<file path="config.mk">
export PLATFORM = sky130hd
export DESIGN_NAME = sgpr_recovery_ctrl
export DESIGN_NICKNAME = d
export VERILOG_FILES = /design/src/rtl/ft_pkg.sv /design/src/rtl/sgpr_recovery_ctrl.sv
export SDC_FILE = /design/constraint.sdc
export NUM_CORES = 1
export LEC_CHECK = 0
export CAP_MARGIN = 20
export CORE_MARGIN = 4
export CORE_UTILIZATION = 48
export CTS_CLUSTER_DIAMETER = 200
export CTS_CLUSTER_SIZE = 25
export DETAILED_ROUTE_END_ITERATION = 16
export GPL_TIMING_DRIVEN = 1
export HOLD_SLACK_MARGIN = 0.1
export PLACE_DENSITY = 0.81
export SYNTH_ARGS = -nofsm -noshare
export SYNTH_HDL_FRONTEND = slang
export SYNTH_SLANG_ARGS = --single-unit
</file>
<file path="constraint.sdc">
create_clock -name clk -period 2.7 [get_ports clk]
set_input_delay 0.81 -clock clk [delete_from_list [all_inputs] [get_ports clk]]
set_output_delay 0.81 -clock clk [all_outputs]
set_load 0.01 [all_outputs]
</file>
<file path="src/rtl/ft_pkg.sv">
// Shared types for the fault-tolerance recovery path: FSM states,
// register address width and counter widths.
package ft_pkg;

  localparam int REG_ADDR_W = 5;
  localparam int RETRY_W    = 8;
  localparam int QUIET_W    = 16;
  localparam int REC_W      = 8;

  typedef enum logic [2:0] {
    ST_IDLE,
    ST_HALT,
    ST_READ,
    ST_WRITE,
    ST_RESUME,
    ST_FATAL
  } state_t;

endpackage

</file>
<file path="src/rtl/sgpr_recovery_ctrl.sv">
// Lockstep recovery controller: on core divergence, halts both cores,
// copies shadow GPRs x1..xN-1 back into the cores, then resumes.
// Ports: clk/rst_n (sync, active-low); mismatch_i from comparator;
// halt_o/halt_ack_i core stall handshake; sgpr_raddr_o/sgpr_rdata_i
// shadow read; core_we_o/waddr/wdata/core_ready_i restore write;
// busy_o, done_o (pulse), fatal_o (sticky), rec_count_o (saturating).
module sgpr_recovery_ctrl
  import ft_pkg::*;
#(
  parameter int DATA_WIDTH   = 32,
  parameter int NUM_REGS     = 32,
  parameter int MAX_RETRY    = 3,
  parameter int QUIET_CYCLES = 1024
) (
  input  logic                  clk,
  input  logic                  rst_n,
  input  logic                  mismatch_i,
  output logic                  halt_o,
  input  logic                  halt_ack_i,
  output logic [REG_ADDR_W-1:0] sgpr_raddr_o,
  input  logic [DATA_WIDTH-1:0] sgpr_rdata_i,
  output logic                  core_we_o,
  output logic [REG_ADDR_W-1:0] core_waddr_o,
  output logic [DATA_WIDTH-1:0] core_wdata_o,
  input  logic                  core_ready_i,
  output logic                  busy_o,
  output logic                  done_o,
  output logic                  fatal_o,
  output logic [REC_W-1:0]      rec_count_o
);

  localparam logic [REG_ADDR_W-1:0] LAST_IDX =
    REG_ADDR_W'(NUM_REGS - 1);
  localparam logic [RETRY_W-1:0] RETRY_MAX =
    RETRY_W'(MAX_RETRY);
  localparam logic [QUIET_W-1:0] QUIET_LAST =
    QUIET_W'(QUIET_CYCLES - 1);

  state_t                state;
  logic [REG_ADDR_W-1:0] idx;
  logic [RETRY_W-1:0]    retry_cnt;
  logic [QUIET_W-1:0]    quiet_cnt;

  // core_wdata_o doubles as the captured-data register: it is loaded
  // in READ and held unchanged for the whole WRITE beat.
  always_ff @(posedge clk) begin
    if (!rst_n) begin
      state        <= ST_IDLE;
      idx          <= '0;
      retry_cnt    <= '0;
      quiet_cnt    <= '0;
      halt_o       <= 1'b0;
      sgpr_raddr_o <= '0;
      core_we_o    <= 1'b0;
      core_waddr_o <= '0;
      core_wdata_o <= '0;
      busy_o       <= 1'b0;
      done_o       <= 1'b0;
      fatal_o      <= 1'b0;
      rec_count_o  <= '0;
    end else begin
      unique case (state)
        ST_IDLE: begin
          if (mismatch_i) begin
            quiet_cnt <= '0;
            halt_o    <= 1'b1;
            busy_o    <= 1'b1;
            if (retry_cnt < RETRY_MAX) begin
              state     <= ST_HALT;
              retry_cnt <= retry_cnt + 1'b1;
              if (rec_count_o != '1)
                rec_count_o <= rec_count_o + 1'b1;
            end else begin
              state   <= ST_FATAL;
              fatal_o <= 1'b1;
            end
          end else if (quiet_cnt == QUIET_LAST) begin
            quiet_cnt <= '0;
            retry_cnt <= '0;
          end else begin
            quiet_cnt <= quiet_cnt + 1'b1;
          end
        end
        ST_HALT: begin
          if (halt_ack_i) begin
            idx          <= REG_ADDR_W'(1);
            sgpr_raddr_o <= REG_ADDR_W'(1);
            state        <= ST_READ;
          end
        end
        ST_READ: begin
          core_we_o    <= 1'b1;
          core_waddr_o <= idx;
          core_wdata_o <= sgpr_rdata_i;
          sgpr_raddr_o <= '0;
          state        <= ST_WRITE;
        end
        ST_WRITE: begin
          if (core_ready_i) begin
            core_we_o    <= 1'b0;
            core_waddr_o <= '0;
            core_wdata_o <= '0;
            if (idx == LAST_IDX) begin
              done_o <= 1'b1;
              state  <= ST_RESUME;
            end else begin
              idx          <= idx + 1'b1;
              sgpr_raddr_o <= idx + 1'b1;
              state        <= ST_READ;
            end
          end
        end
        ST_RESUME: begin
          done_o <= 1'b0;
          halt_o <= 1'b0;
          busy_o <= 1'b0;
          state  <= ST_IDLE;
        end
        ST_FATAL: begin
          fatal_o   <= 1'b1;
          halt_o    <= 1'b1;
          busy_o    <= 1'b1;
          core_we_o <= 1'b0;
        end
        default: state <= ST_IDLE;
      endcase
    end
  end

endmodule

</file>
==> results of run 1 <==
cells in the final DEF, fill, tap and decap left out, drive strengths merged, types with 2 or more instances in the layout:
cell type / instances
xor2: 4
o21a: 2
clkdlybuf4s50: 91
o21ai: 12
a21oi: 30
bufinv: 2
nand3b: 3
nor3: 12
clkbuf: 9
nor2: 65
dfxtp: 86
ha: 5
and2: 8
or3: 6
nand4: 5
nor4: 6
nand3: 21
a21o: 6
and3: 2
xnor2: 6
clkinv: 4
nor2b: 2
a31oi: 7
buf: 7
mux2i: 4
inv: 6
a22oi: 37
nand2: 34
o31ai: 2
worst paths after layout:
check | endpoint | slack [ps] | startpoint | cells past startpoint
max | rec_count_o[4] | 420 | mismatch_i | 5
min | retry_cnt[3] | 470 | retry_cnt[3] | 1
max reg2reg | sgpr_raddr_o[2] | 490 | idx[0] | 8
min reg2reg | retry_cnt[3] | 470 | retry_cnt[3] | 1
area by class of cell:
class | instances | area, um2 | area share, %
multi-input combinational | 290 | 1670 | 35.4
clock buffer | 9 | 124 | 2.62
inverter | 6 | 22.5 | 0.477
clock inverter | 7 | 98.8 | 2.09
timing repair buffer | 98 | 963 | 20.4
sequential | 86 | 1720 | 36.4
tap | 96 | 120 | 2.54
stage by stage:
step	hold slack [ps]	cells	setup WS (ps)	instance area, um2	total power, uW
floorplan	430	404	620	3510	1560
global placement	442	576	130	4500	1710
detailed placement	447	576	63.7	4500	1720
CTS	468	592	401	4720	2710
global route	494	592	274	4720	2810
finish	466	592	418	4720	2690
layer usage:
layer | vias up | share of wire (%)
li1 | 1615 | -
met2 | 94 | 51
met4 | 0 | 2.5
met1 | 1520 | 41
met5 | - | 0
met3 | 17 | 5.4
power breakdown:
group          internal (uW)  total (uW)  switching, uW
Clock                    524        1000            477
Combinational            172         340            168
Sequential              1310        1350           40.0
cell families (layout without fill, tap and decap cells):
family | count (synthesis) | after routing
simple gates | 169 | 169
compound gates | 101 | 101
flops | 86 | 86
buf+inv | 28 | 120
xor+xnor | 10 | 10
fa+ha+maj | 5 | 5
mux | 5 | 5
synthesized netlist by cell type (5+ instances only):
| library cell | instances | area, um2 |
|---|---|---|
| o21ai_0 | 12 | 60.1 |
| nand4_1 | 5 | 31.3 |
| buf_2 | 5 | 25.0 |
| nor3_1 | 12 | 60.1 |
| a21oi_1 | 30 | 150 |
| xnor2_1 | 6 | 52.6 |
| clkbuf_1 | 13 | 48.8 |
| or3_1 | 6 | 37.5 |
| a31oi_1 | 7 | 43.8 |
| inv_1 | 6 | 22.5 |
| ha_1 | 5 | 62.6 |
| nand2_1 | 34 | 128 |
| a21o_1 | 6 | 45.0 |
| and2_1 | 8 | 50.1 |
| a22oi_1 | 37 | 278 |
| nand3_1 | 21 | 105 |
| nor2_1 | 63 | 236 |
| dfxtp_1 | 86 | 1720 |
state kept, by name, summed over array words and instances, names as in the netlist, 3 cells and up:
name,cells
rec_count_o,8
state,3
quiet_cnt,16
retry_cnt,8
core_wdata_o,32
sgpr_raddr_o,5
core_waddr_o,5
idx,5
==> results.md, run 1 <==
* Worst Path Class, Setup: primary input to flip-flop
* Die X at 93.6 um
* Post-cts resize count at 0
* Synth Area in Compound Gates at between 10% and 20%
* Crit-path max cell delay at 470 ps
* Synth async-reset ratio at 0%
* Hold Crit Class: flip-flop to flip-flop
* Grt peak-use layer: met2
* Register area share after synthesis at 49.0%
* Die height at just over 90 um
* Synth Area in Simple Gates at 23.2%
* Critical path startpoint category: primary input
* Num CTS Buffers at 9
* Full die area at between 8000 and 9000 um2
* I/O pins at 92
* Endpoint type of the worst setup path: flip-flop
* Clk_skew at around 10 ps
* CTS tree: done
* Synth Area in XOR/XNOR at 2.49%
* Gpl congestion at 0.820
* CTS Buffer Depth at 2
* Final period util at 84.5%
* Clock sinks at 86
* DRT Wirelength at 8.96 mm
* Critical path's slowest cell: clkdlybuf4s50_1
* Clk pin slew, worst setup/hold paths at 80 ps
* Actual slew at the worst max-slew pin at 643 ps
* Worst path cell trace: clkdlybuf4s50_1, nor4b_2, o2111ai_2, or3_1, a21oi_1
* DR vias at 3,246
* Fin Setup TNS at 0 ps
* Met1 GRT Util at between 20% and 30%
* Met3 usage at 5.07%
* Initial antenna violation count at 0
* Starting density of the core at 50.6%
* CP top delay family: simple AND/OR/NAND/NOR gates
* Number of nets in the layout at 533
* Final ANT Viol Nets at 0
* Post-synthesis mux area share at under 10%
* P&R area growth vs syn at 34.4%
* Final setup fails at 0
* Post-Synth Adder-Cell Area at 1.78%
* Largest net degree at the start of global routing at 48
* # diodes at 0
* CTS Hold Buffers Added at 0
* Congestion Overflow GR at 0
* WL per Instance at 15.1 um
* Relative slew slack at 57.0%
* Largest family of logic cells by synthesized area: simple AND/OR/NAND/NOR gates
* Post-Syn Nets at ~450
* Starting DRC count in detailed routing at 170
* Gr usage total at 20.7%
* Data required, critical path at between 2000 and 3000 ps
* Fillcell total at 562
* H-tree Lvls at 3
* Critical path buffer and inverter count at 1
* Number of flops mapped to enable cells by yosys at 0
* Status: completed
* Max VDD drop at 0.364 mV
* Core Util, Final at 68.0%
* YS warnings at 0
* Crit path max fanout at 10
* Setup bufs post-CTS at 0
* P per Cell Area at 569 nW/um2
* Fmax at between 0.4 and 0.5 GHz
* Max-slew violations at 0
* DR pass1 iterations at 5
* Crit path DAT at approximately 2600 ps
* HPWL Detailed at 6.19 mm
* Vias in the first global route at 3,026
* Worst skew pair latency at 360 ps
* MaxCap Viol Count at 0
* Root buf cell: clkbuf_8
* Primary FF master, synth: dfxtp_1
* Remaining DRCs at 0
* Final hold vios at 0
* Syn Area/Cell at 8.70 um2
* Fin crit period at 2280 ps
* Wire length of the first global-routing pass at around 15 mm
* FF+latch count, synth at 86
* Gate Count Post-Synth at 404
* Share of layout cells above drive strength 1 at 6.65%
* Vias per cell at 5.48
* Count of cell types in the netlist at 42
* Cell area after synthesis at 3510 um2
* Static Leakage at 0.00169 uW
* RSZ-0062 raised after global routing: false
* Global Route met2 Usage at 34.2%
* Placement row count at 30
* Port bufs at approximately 90
* Core area at a little under 7000 um2
(Power assumes the default switching activity.)
==> inputs of run 2 (changes only) <==
Clock period 2.7 ns to 2.2 ns, I/O delays scaled along.
==> run 2 against run 1 <==
Net effect:
- clock skew fell by 2.8 ps
- critical path depth rose by 1
- hold slack got worse by 3.8 ps
- wire length rose by 3.3%
- design area rose by 2.8%
- setup slack got worse by 330 ps
- critical endpoint is now rec_count_o[7]
- sequential power rose by 22%
- sequential cell count did not move
==> results.md, run 2 (synthesized netlist as in run 1, its figures left out) <==
* Share of layout cells above drive strength 1 at 9.92% (+3.3 points)
* Actual slew at the worst max-slew pin at 564 ps (-79.2 ps)
* Worst path cell trace: clkdlybuf4s50_1, nor4b_2, o2111ai_2, nor3_1, xnor2_1, nor2_1
* Post-cts resize count at 0 (unchanged)
* Crit-path max cell delay at 480 ps (about the same)
* Status: completed
* Worst skew pair latency at 360 ps (about the same)
* I/O pins at 92 (unchanged)
* Final ANT Viol Nets at 0 (unchanged)
* Initial antenna violation count at 0 (unchanged)
* WP depth at 6 (+1)
* Die height at 93.6 um (unchanged)
* Reg2reg setup slack at 140 ps (-350 ps)
* CTS Buffer Depth at 2 (unchanged)
* Max VDD drop at 0.432 mV (+19%)
* Critical path startpoint category: primary input
* Fmax at 0.474 GHz
* Wire length of the first global-routing pass at 15.2 mm (+3.4%)
* Design Power at 3250 uW (+21%)
* Clock sinks at 86 (unchanged)
* Remaining DRCs at 0 (unchanged)
* Starting DRC count in detailed routing at 188 (+11%)
* # diodes at 0 (unchanged)
* Crit path DAT at 2350 ps (-210 ps)
* RSZ-0062 raised after global routing: false
* Final setup fails at 0 (unchanged)
* Critical path buffer and inverter count at 1 (unchanged)
* Port bufs at 91 (unchanged)
* CTS tree: done
* Final hold vios at 0 (unchanged)
* Max-slew violations at 0 (unchanged)
* Clk pin slew, worst setup/hold paths at 80 ps (about the same)
* FF-to-FF End: quiet_cnt[8]
* Leading cell types in the layout, fill and taps excluded: clkdlybuf4s50_1, dfxtp_1, nor2_1
* HPWL Detailed at 6.69 mm (+8.0%)
* P per Cell Area at 670 nW/um2 (+18%)
* Clk_skew at 7.15 ps (-2.79 ps)
* Crit path to: rec_count_o[7]
* Root buf cell: clkbuf_8
* Crit path max fanout at 9 (-1)
* Placement row count at 30 (unchanged)
* Worst reg2reg path depth at 7 (-1)
* Vias in the first global route at 3,170 (+4.8%)
* Number of nets in the layout at 551 (+3.4%)
* Fin crit period at approximately 2100 ps
* Static Leakage at 0.00177 uW (+5.1%)
* Worst Path Class, Setup: primary input to flip-flop
* Full die area at 8760 um2 (unchanged)
* Congestion Overflow GR at 0 (unchanged)
* WL per Instance at 15.2 um (+0.25%)
* Hold Crit Class: flip-flop to flip-flop
* DR pass1 iterations at 5 (unchanged)
* Max reg flops at 32 (unchanged)
* MaxCap Viol Count at 0 (unchanged)
* Critical path's slowest cell: clkdlybuf4s50_1
* Largest registers: core_wdata_o (32), quiet_cnt (16)
* Endpoint type of the worst setup path: flip-flop
* DRT Wirelength at 9.25 mm (+3.3%)
* Vias per cell at 5.42 (-1.2%)
* P&R area growth vs syn at 38.2%
* Worst Setup SP: mismatch_i
* Core area at 6940 um2 (unchanged)
* Data required, critical path at 2440 ps (-540 ps)
* Gpl congestion at 0.861 (+5.0%)
* DR vias at 3,306 (+1.8%)
* RR Startpoint: quiet_cnt[11]
* H-tree Lvls at 3 (unchanged)
* Gr usage total at 21.4% (+0.67 points)
* Most common cell after layout, fill and taps aside: clkdlybuf4s50_1
* Largest net degree at the start of global routing at 38 (-21%)
* Num CTS Buffers at 9 (unchanged)
* Starting density of the core at 50.6% (unchanged)
* CP top delay family: simple AND/OR/NAND/NOR gates
* Final period util at 95.8%
* Biggest register: core_wdata_o
* Relative slew slack at 62.0% (+5.0 points)
* Fin Setup TNS at 0 ps (unchanged)
* Die X at 93.6 um (unchanged)
## run 2: worst register-to-register path, cell delays in order (launching register included)
cell	delay, ps
dfxtp_1	370
or4_4	550
nor4_4	270
buf_4	180
nor2_2	50
buf_4	170
a21o_1	160
a22o_1	220
## run 2: what timing repair did
item	in CTS	in global routing
setup endpoints to repair	0	1
hold buffers	0	0
setup buffers	0	1
## run 2: worst min-delay path by stage
stage	to	startpoint	depth (start not counted)
6_report	sgpr_raddr_o[2]	sgpr_raddr_o[2]	2
5_1_grt	sgpr_raddr_o[2]	sgpr_raddr_o[2]	2
4_1_cts	sgpr_raddr_o[2]	sgpr_raddr_o[2]	2
3_5_place_dp	retry_cnt[2]	retry_cnt[2]	1
3_3_place_gp	sgpr_raddr_o[2]	sgpr_raddr_o[2]	2
2_1_floorplan	retry_cnt[5]	retry_cnt[5]	1
## run 2: cell type report
class                   instances  area, um2
clock buffers                  10        138
clock inverters                 6       71.3
fillers                       527       2090
inverters                       6       22.5
multi-input cells             290       1670
flip-flops and latches         86       1720
well taps                      96        120
repair buffers                116       1110
## run 2: metrics by stage
stage	hold WS, ps	instances	setup slack (ps)	area (um2)	utilization [%]
2_1_floorplan	430	404	229	3510	-
3_3_place_gp	443	593	-148	4640	66.8
5_1_grt	496	610	6.54	4860	70.0
4_1_cts	469	609	73.0	4850	69.9
6_report	463	610	91.9	4860	70.0
3_5_place_dp	446	593	-263	4640	66.8
## run 2: metal layers
metal  vias up  GRT usage [%]  wire, um
met5         -              0         0
li1       1652              -         -
met4         0           5.78        77
met3         8           5.63       423
met2        76           37.2      4840
met1      1570           26.2      3910
## run 2: report_power, final
| group | internal, uW | total, uW | switching, uW |
|---|---|---|---|
| combinational | 239 | 463 | 224 |
| clock | 561 | 1140 | 584 |
| sequential | 1610 | 1650 | 41.5 |
==> inputs of run 3 (changes only) <==
Clock period 2.2 ns to 2.4 ns, I/O delays scaled along.
==> run 3 against run 2 <==
Net effect:
- utilization is 1.4 points lower
- count of clock-buffer cells in the layout stayed put
- setup slack better by 140 ps
- total power is 9.0% lower
- combinational power is 15% lower
- register-to-register slack better by 90 ps
- via count hardly changed
- clock skew is 1.3 ps higher
- global-route usage is 0.27 points lower
- sequential power is 8% lower
- critical path type is now flip-flop to flip-flop
- critical endpoint is now sgpr_raddr_o[2]
- largest cell class unchanged
- highest routed layer unchanged
==> results.md, run 3 (synthesized netlist as in run 1, its figures left out) <==
* CP dominant cell by count: ha_1
* Clock sinks at 86 (unchanged)
* CTS Hold Buffers Added at 0 (unchanged)
* Congestion Overflow GR at 0 (unchanged)
* Fillcell total at 547 (+3.8%)
* DRT Wirelength at 9.09 mm (-1.8%)
* Root buf cell: clkbuf_8
* Reg2reg setup slack at 230 ps (+90 ps)
* Critical path startpoint category: flip-flop
* HPWL Detailed at 6.44 mm (-3.7%)
* Status: completed
* FF-to-FF End: sgpr_raddr_o[2]
* Max reg flops at 32 (unchanged)
* Leading cell types in the layout, fill and taps excluded: clkdlybuf4s50_1, dfxtp_1, nor2_1
* H-tree Lvls at 3 (unchanged)
* Fin crit period at 2170 ps
* Largest registers: core_wdata_o (32), quiet_cnt (16)
* Gr usage total at 21.1% (-0.27 points)
* Setup bufs post-CTS at 0 (unchanged)
* Worst min-delay path startpoint: sgpr_raddr_o[4]
* Crit path max fanout at 6 (-3)
* Post-cts resize count at 0 (unchanged)
* Final period util at approximately nine tenths
* Vias in the first global route at 3,211 (+1.3%)
* Largest net degree at the start of global routing at 57 (+50%)
* Gpl congestion at 0.874 (+1.5%)
* Worst Path Class, Setup: flip-flop to flip-flop
* Static Leakage at 0.00171 uW (-3.6%)
* Full die area at 8760 um2 (unchanged)
* Final ANT Viol Nets at 0 (unchanged)
* Vias per cell at 5.54 (+2.3%)
* Critical path buffer and inverter count at 0 (-1)
* Hold WS at 464 ps (+1.09 ps)
* RSZ-0062 raised after global routing: false
* Fmax at 0.461 GHz
* Die X at 93.6 um (unchanged)
* WL per Instance at 15.2 um (+0.38%)
* Die height at 93.6 um (unchanged)
* Remaining DRCs at 0 (unchanged)
* Length of routed met2 wiring at 4.66 mm (-3.7%)
* Hold Crit Class: flip-flop to flip-flop
* Final setup fails at 0 (unchanged)
* Reg power frac at 51.3% (+0.7 points)
* Switching portion of total power at 26.0% (-0.099 points)
* Sw power at 770 uW (-9.4%)
* Clock Power Share at 35.4% (+0.2 points)
* Wire length of the first global-routing pass at 15.1 mm (-0.91%)
* Internal at 2190 uW (-8.9%)
* Clk_skew at 8.49 ps (+1.35 ps)
* Area of the multi-input gates at 1670 um2 (unchanged)
* Worst path cell trace: ha_1, and3_1, ha_1, nor2b_1, o21ai_0, a21o_1, or3_1, a21oi_1
* Port bufs at 91 (unchanged)
* Biggest register: core_wdata_o
* Number of nets in the layout at 538 (-2.4%)
* Crit-path max cell delay at 370 ps (-110 ps)
* Max-slew violations at 0 (unchanged)
* DR vias at 3,309 (+0.091%)
* Clk pin slew, worst setup/hold paths at 80 ps (about the same)
* Endpoint type of the worst setup path: flip-flop
* Sequential Area at 1720 um2 (unchanged)
* Hold worst-path end: sgpr_raddr_o[4]
* DR pass1 iterations at 5 (unchanged)
* Core area at 6940 um2 (unchanged)
* Actual slew at the worst max-slew pin at 655 ps (+90.3 ps)
* Share of layout cells above drive strength 1 at 7.58% (-2.3 points)
* Starting density of the core at 50.6% (unchanged)
* Max VDD drop at 0.375 mV (-13%)
* Final hold vios at 0 (unchanged)
* Starting DRC count in detailed routing at 202 (+7.4%)
* CP top delay family: simple AND/OR/NAND/NOR gates
* Logic gate share of total power at 13.3% (-0.9 points)
* Most common cell after layout, fill and taps aside: clkdlybuf4s50_1
* Top layer in use: met4
* Data required, critical path at 2690 ps (+250 ps)
* Worst reg2reg path depth at 8 (+1)
* Core Util, Final at 68.5% (-1.4 points)
* Crit path DAT at 2460 ps (+110 ps)
* RR Startpoint: idx[0]
* P&R area growth vs syn at 35.4%
* Worst skew pair latency at 350 ps (about the same)
* Design Power at 2960 uW (-9.0%)
* Initial antenna violation count at 0 (unchanged)
* Num CTS Buffers at 9 (unchanged)
* Critical path's slowest cell: dfxtp_1
* MaxCap Viol Count at 0 (unchanged)
* Placement row count at 30 (unchanged)
* CTS tree: done
* M1 WL at 3.74 mm (-4.3%)
* P per Cell Area at 622 nW/um2 (-7.1%)
* # diodes at 0 (unchanged)
* I/O pins at 92 (unchanged)
* WHS Path Cells at 2 (unchanged)
* Routed met3 length at 552 um (+30%)
* CTS Buffer Depth at 2 (unchanged)
* Relative slew slack at 56.3% (-5.7 points)
-- run 3: worst reg2reg max path: stages (launching register included) --
cell	delay [ps]
dfxtp_1	370
ha_1	270
and3_1	200
ha_1	230
nor2b_1	200
o21ai_0	110
a21o_1	230
or3_1	350
a21oi_1	150
-- run 3: worst max-delay path by stage --
stage | startpoint | end | slack, ps | cells after the start
5_1_grt | idx[0] | sgpr_raddr_o[2] | 100 | 8
4_1_cts | idx[0] | sgpr_raddr_o[2] | 220 | 8
3_3_place_gp | mismatch_i | rec_count_o[4] | -10 | 5
3_5_place_dp | mismatch_i | rec_count_o[3] | -80 | 5
6_report | idx[0] | sgpr_raddr_o[2] | 230 | 8
2_1_floorplan | mismatch_i | rec_count_o[4] | 410 | 5
-- run 3: per-layer routing --
metal | vias up | global-route usage, %
li1 | 1626 | -
met1 | 1567 | 25.9
met2 | 102 | 35.8
met3 | 14 | 5.07
met4 | 0 | 8.18
met5 | - | 0
-- run 3: cell type report --
cell class,count,share of cell area [%]
Tap cell,96,2.52
Multi-Input combinational cell,290,35.2
Sequential cell,86,36.2
Clock inverter,6,1.45
Clock buffer,10,2.89
Inverter,6,0.473
Timing Repair Buffer,103,21.3
-- run 3: metrics by stage --
| step | area [um2] | TNS [ps] | cells | setup WS [ps] |
|---|---|---|---|---|
| after floorplan | 3510 | 0 | 404 | 410 |
| after global placement | 4550 | -44.6 | 581 | -13.9 |
| after detailed placement | 4550 | -227 | 581 | -82.7 |
| after CTS | 4760 | 0 | 597 | 216 |
| after global routing | 4760 | 0 | 597 | 97.3 |
| final | 4760 | 0 | 597 | 230 |
-- run 3: power groups by stage --
stage | combinational, uW | clock [uW] | sequential, uW
final | 394 | 1050 | 1520
after global placement | 384 | 0 | 1550
after floorplan | 198 | 0 | 1550
after CTS | 395 | 1070 | 1520
after detailed placement | 393 | 0 | 1550
after global routing | 432 | 1140 | 1530
